### config.mk
export PLATFORM = sky130hd
export DESIGN_NAME = spi_bus_sequencer
export DESIGN_NICKNAME = d
export VERILOG_FILES = /design/src/rtl/spi_bus_sequencer.sv
export SDC_FILE = /design/constraint.sdc
export NUM_CORES = 1
export LEC_CHECK = 0
export CAP_MARGIN = 20
export CORE_ASPECT_RATIO = 1.4
export CORE_MARGIN = 3
export CORE_UTILIZATION = 50
export DETAILED_ROUTE_END_ITERATION = 16
export PLACE_DENSITY = 0.84
export SETUP_SLACK_MARGIN = 0.4
export SLEW_MARGIN = 20
export SYNTH_ARGS = -nofsm -noshare
export SYNTH_HDL_FRONTEND = slang
export SYNTH_SLANG_ARGS = --single-unit
### constraint.sdc
create_clock -name clk -period 5.2 [get_ports clk]
set_input_delay 1.04 -clock clk [delete_from_list [all_inputs] [get_ports clk]]
set_output_delay 1.04 -clock clk [all_outputs]
set_load 0.01 [all_outputs]
### src/rtl/spi_bus_sequencer.sv
// spi_bus_sequencer
//   Turns the byte stream from spi_target into timed xosera_main register
//   bus cycles. Owns the bus CS pulse width, read-data capture, soft reset
//   requests and a sticky overrun flag.
//
//   Command byte: [7] CS, [6] WR, [5] RS, [4] BS, [3:0] REG.
//
//   Parameters:
//     BUS_HOLD  - cycles bus_cs_n_o stays low per bus cycle (1..15)
//     IDLE_BYTE - byte returned to the host when no read data is pending
//
//   Ports:
//     clk, reset_i         - pixel clock, synchronous active-high reset
//     spi_select_i         - SPI chip select (active-high)
//     spi_rx_strobe_i/byte - received byte and its one-cycle valid pulse
//     spi_tx_byte_o        - next byte shifted out to the host
//     bus_*_o / bus_data_i - xosera_main register bus
//     soft_reset_o         - one-cycle soft reset request
//     overrun_o            - sticky flag: a byte arrived while busy
//
//   Build option: SPI_BURST_EN - after the bus cycle of a CS=1 packet stay
//   in DATA; each further payload byte runs another cycle on the same
//   register with the byte select toggled.
module spi_bus_sequencer #(
    parameter int unsigned BUS_HOLD  = 2,
    parameter logic [7:0]  IDLE_BYTE = 8'hCB
) (
    input  logic       clk,
    input  logic       reset_i,
    input  logic       spi_select_i,
    input  logic       spi_rx_strobe_i,
    input  logic [7:0] spi_rx_byte_i,
    output logic [7:0] spi_tx_byte_o,
    output logic       bus_cs_n_o,
    output logic       bus_rd_nwr_o,
    output logic       bus_bytesel_o,
    output logic [3:0] bus_reg_num_o,
    output logic [7:0] bus_data_o,
    input  logic [7:0] bus_data_i,
    output logic       soft_reset_o,
    output logic       overrun_o
);

`ifdef SPI_BURST_EN
    localparam bit BURST = 1'b1;
`else
    localparam bit BURST = 1'b0;
`endif

    localparam logic [3:0] HOLD_LAST = 4'(BUS_HOLD);

    typedef enum logic [1:0] {
        ST_CMD,
        ST_DATA,
        ST_BUS,
        ST_RET
    } state_t;

    state_t     r_state;
    state_t     w_next;

    logic [3:0] r_hold;     // 0 = setup cycle, 1..BUS_HOLD = CS-low cycles
    logic       r_cs;       // CS bit of the current packet
    logic       r_read;     // a read command has been launched
    logic       r_burst;    // further payload bytes run more bus cycles
    logic       r_drop;     // select fell during the current bus cycle

    logic       r_cs_n;
    logic       r_rd_nwr;
    logic       r_bytesel;
    logic [3:0] r_reg;
    logic [7:0] r_data;
    logic [7:0] r_tx;
    logic       r_soft;
    logic       r_ovr;

    logic       w_cmd_cs;
    logic       w_cmd_wr;
    logic       w_cmd_rs;
    logic       w_cmd_bs;
    logic       w_latch_cmd;
    logic       w_latch_data;
    logic       w_toggle;
    logic       w_soft;
    logic       w_drop_byte;
    logic       w_hold_done;

    assign w_cmd_cs    = spi_rx_byte_i[7];
    assign w_cmd_wr    = spi_rx_byte_i[6];
    assign w_cmd_rs    = spi_rx_byte_i[5];
    assign w_cmd_bs    = spi_rx_byte_i[4];
    assign w_hold_done = (r_hold == HOLD_LAST);

    always_ff @(posedge clk) begin
        if (reset_i) begin
            r_state <= ST_CMD;
        end else begin
            r_state <= w_next;
        end
    end

    always_comb begin
        w_next       = r_state;
        w_latch_cmd  = 1'b0;
        w_latch_data = 1'b0;
        w_toggle     = 1'b0;
        w_soft       = 1'b0;
        w_drop_byte  = 1'b0;
        case (r_state)
            ST_CMD: begin
                if (spi_select_i && spi_rx_strobe_i) begin
                    if (w_cmd_rs) begin
                        w_soft = 1'b1;
                    end else begin
                        w_latch_cmd = 1'b1;
                        w_next      = (w_cmd_cs && !w_cmd_wr) ? ST_BUS : ST_DATA;
                    end
                end
            end
            ST_DATA: begin
                if (!spi_select_i) begin
                    w_next = ST_CMD;
                end else if (spi_rx_strobe_i) begin
                    w_latch_data = 1'b1;
                    if (r_burst) begin
                        w_toggle = 1'b1;
                        w_next   = ST_BUS;
                    end else if (r_read) begin
                        w_next = ST_CMD;
                    end else if (r_cs) begin
                        w_next = ST_BUS;
                    end else begin
                        w_next = ST_RET;
                    end
                end
            end
            ST_BUS: begin
                w_drop_byte = spi_rx_strobe_i;
                // The CS pulse always runs to completion; a select drop
                // seen at any point during it only redirects the exit.
                if (w_hold_done) begin
                    w_next = (r_drop || !spi_select_i) ? ST_CMD : ST_RET;
                end
            end
            ST_RET: begin
                w_drop_byte = spi_rx_strobe_i;
                if (!spi_select_i) begin
                    w_next = ST_CMD;
                end else if (r_read || (BURST && r_cs)) begin
                    w_next = ST_DATA;
                end else begin
                    w_next = ST_CMD;
                end
            end
            default: w_next = ST_CMD;
        endcase
    end

    always_ff @(posedge clk) begin
        if (reset_i) begin
            r_hold    <= '0;
            r_cs      <= 1'b0;
            r_read    <= 1'b0;
            r_burst   <= 1'b0;
            r_drop    <= 1'b0;
            r_cs_n    <= 1'b1;
            r_rd_nwr  <= 1'b1;
            r_bytesel <= 1'b0;
            r_reg     <= '0;
            r_data    <= '0;
            r_tx      <= IDLE_BYTE;
            r_soft    <= 1'b0;
            r_ovr     <= 1'b0;
        end else begin
            r_soft <= w_soft;
            if (w_soft) begin
                r_ovr <= 1'b0;
            end else if (w_drop_byte) begin
                r_ovr <= 1'b1;
            end

            if (w_latch_cmd) begin
                r_reg     <= spi_rx_byte_i[3:0];
                r_bytesel <= w_cmd_bs;
                r_rd_nwr  <= ~w_cmd_wr;
                r_cs      <= w_cmd_cs;
                r_read    <= w_cmd_cs & ~w_cmd_wr;
            end
            if (w_latch_data) begin
                r_data <= spi_rx_byte_i;
            end
            if (w_toggle) begin
                r_bytesel <= ~r_bytesel;
            end

            // Controls were latched on entry, so the setup cycle gives them
            // one full cycle of stability before CS falls.
            if (r_state == ST_BUS) begin
                if (!spi_select_i) begin
                    r_drop <= 1'b1;
                end
                if (r_hold == '0) begin
                    r_cs_n <= 1'b0;
                    r_hold <= 4'd1;
                end else if (w_hold_done) begin
                    r_cs_n <= 1'b1;
                    r_hold <= '0;
                    r_drop <= 1'b0;
                    if (r_rd_nwr) begin
                        r_tx <= bus_data_i;
                    end
                end else begin
                    r_hold <= r_hold + 4'd1;
                end
            end

            if (r_state == ST_RET && w_next == ST_DATA) begin
                r_burst <= BURST && r_cs;
            end

            // Placed last so the idle byte wins over a read capture that
            // coincides with an exit straight to CMD.
            if (w_next == ST_CMD && r_state != ST_CMD) begin
                r_tx    <= IDLE_BYTE;
                r_burst <= 1'b0;
                r_read  <= 1'b0;
            end
        end
    end

    assign spi_tx_byte_o = r_tx;
    assign bus_cs_n_o    = r_cs_n;
    assign bus_rd_nwr_o  = r_rd_nwr;
    assign bus_bytesel_o = r_bytesel;
    assign bus_reg_num_o = r_reg;
    assign bus_data_o    = r_data;
    assign soft_reset_o  = r_soft;
    assign overrun_o     = r_ovr;

endmodule

==> metrics <==
CTS Hold Bufs 0; fraction of registers with async set/reset 0%; Post-layout nets 230; Clock Latency Late Sink 0.29 ns; share of the synthesized area in the top cell type ~45%; number of stages on the worst hold path 2; crit share post-route between 40% and 50%; total of warnings raised by yosys 0; fill count 231; drt pass-1 iters 4; setup_tns 0 ns; number of synthesized flops with an enable pin 0; Synth area leader dfxtp_1; DR DRC count 0; startpoint types input port; Clock Sinks 34; Max Fclk 0.386 GHz; area of the mapped netlist about 1500 um^2; Hold Vio Cnt, Final 0; Die ar. ~3700 um^2; Final min period approximately 2.6 ns; Critical R2R Capture spi_tx_byte_o[5]; post-CTS sizing 0; hold endpoint bus_data_o[6]; critical path capture point type register; R2R setup slack 3.02 ns; largest net degree at the start of global routing 35; GP Congestion ~0.80; hpwl dp between 2000 and 3000 um; final instance area 2050 um^2; Die Y-Extent between 70 and 80 um; critical path class in -> reg; RR Startpoint r_hold[0]; Worst Skew just over 0.005 ns; H-Tree Depth 2; global-route usage over all layers approximately 23%; final non-filler cell total around 250; Peak supply drop between 200 and 300 uV; Crit path arrival time between 2 and 3 ns; layout cells sized above 1 11.1%; Post-Synthesis Mean Instance Area slightly above 9 um^2; via count around 1400; syn nets between 150 and 200; Static Leak about 0.00077 uW; Cell Pwr Density between 200 and 300 nW/um^2; dpl ws between 2 and 2.5 ns; Yosys reg bits 34; wire per inst about 15 um; final setup margin 2.61 ns; placed insts 237; Synth area leaders dfxtp_1 45%, nand2_1 5.4%, nor2_1 4.9%; final setup fails 0; Post-Synthesis Cells 164; Max Cap Violations 0; Rel. slew slack between 50% and 60%; Worst-Margin Slew roughly 0.73 ns; number of CTS-inserted buffers 5; Die X-Extent between 50 and 60 um; Main synth FF type dfxtp_1; Core ar. ~2900 um^2; Netlist cell types about 40; status complete, no violations; vias per inst around 5.6; setup bufs post-CTS 0; GRT Residual Overflow 0; dpl cell area just under 2000 um^2; ANT cells 0; Rows 23; Pwr Total slightly above 500 uW; vias in the first global route about 1500; initial antenna violation count 0; root buffer cell clkbuf_8; Initial DRC Count 33; post-route ant nets 0; Initial Util between 50% and 60%; Crit Path Max Fanout 11; unrepaired setup endpoints after global routing false; WL final 3620 um; fin. max-slew vios 0; clock slew at reported path FFs about 0.070 ns; PortBufs 44; CTS tree yes; min-delay src bus_data_o[6]; Max Root-Sink Buffers 2; Data required, critical path roughly 5.4 ns; # IOs 45; Hold WC Path Type reg -> reg; first-pass GRT wire length roughly 6400 um; sequential-to-total area share from yosys stat 44.8%; area grow syn2layout 34.6%; Reg2Reg Depth 6
[layout make-up]
type                    count  area, um^2  area share (%)
clock buffers               7        86.3            4.22
clock inverters             1        5.00           0.244
flip-flops and latches     34         681            33.3
inverters                   3        11.3           0.550
well taps                  37        46.3            2.26
multi-input cells         119         782            38.2
repair buffers             44         435            21.3
[Yosys cell counts, types with 3 or more instances]
cell / count
dfxtp_1: 34
nand2_1: 22
nor2_1: 20
a21oi_1: 14
a211oi_1: 6
mux2i_1: 6
and3_1: 5
clkbuf_1: 5
a221oi_2: 3
ha_1: 3
inv_1: 3
nand2b_1: 3
nand3_1: 3
o21ai_0: 3
o21ai_1: 3
[kinds of logic after synthesis]
logic type | count (synthesis) | share of synthesized area, %
AND/OR/NAND/NOR | 69 | 24.6
AO/OA/AOI/OAI | 40 | 19.8
flip-flops | 34 | 44.8
buffers and inverters | 11 | 3.79
multiplexers | 6 | 3.95
adder cells (fa/ha/maj) | 3 | 2.47
XOR/XNOR | 1 | 0.576
[cells in the final DEF, fill, tap and decap left out, types with 2 or more instances in the layout]
cell,synthesis,layout
mux2i_1,6,6
a22oi_1,2,2
or2_2,2,2
a221oi_2,3,3
a21oi_1,14,14
nor2_1,20,20
a211oi_1,6,6
nand2_1,22,22
nand4_1,2,2
ha_1,3,3
nand2b_1,3,3
o21ai_1,3,3
inv_1,3,3
clkdlybuf4s50_1,0,43
nand3_1,3,3
dfxtp_1,34,34
o21ai_0,3,3
a311oi_1,2,2
clkbuf_8,0,6
and3_1,5,5
[metal layers]
metal	global-route usage [%]	up-vias	share of wire (%)
met4	9.66	0	2.1
met1	23.9	638	39
met5	0	-	0
li1	-	671	-
met3	7.90	7	7.1
met2	40.2	49	51
[through the flow]
step	hold WS (ns)	util (%)
global placement	0.443	68.1
global route	0.479	71.1
finish	0.455	71.1
floorplan	0.458	-
CTS	0.456	71.3
detailed placement	0.446	68.1
[sequential cells by signal (all words and copies together) (netlist names)]
name / cells
bus_rd_nwr_o: 1
spi_tx_byte_o: 8
r_cs: 1
r_state: 2
bus_cs_n_o: 1
r_drop: 1
bus_data_o: 8
r_read: 1
soft_reset_o: 1
r_hold: 4
bus_bytesel_o: 1
bus_reg_num_o: 4
overrun_o: 1
[how the worst max path moves through the flow]
stage	start	to	slack [ns]	depth (start not counted)
final	spi_select_i	spi_tx_byte_o[5]	2.61	5
after global placement	spi_select_i	spi_tx_byte_o[5]	2.39	5
after detailed placement	spi_select_i	spi_tx_byte_o[5]	2.29	5
after global routing	spi_select_i	spi_tx_byte_o[2]	2.53	5
after CTS	spi_select_i	spi_tx_byte_o[5]	2.59	5
after floorplan	spi_rx_byte_i[5]	spi_tx_byte_o[2]	3.05	4
[where the power goes]
group | switching, uW | internal (uW) | leakage (uW)
registers | 3.91 | 265 | 0.000275
clock network | 88.9 | 107 | 0.0000482
logic | 23.1 | 26.7 | 0.000451
[critical path, stage by stage]
cell             delay (ns)
clkdlybuf4s50_1        0.63
nand3b_4               0.14
or3_4                  0.44
o221a_4                0.28
a221oi_2               0.25
Power figures use the tool's default switching activity.
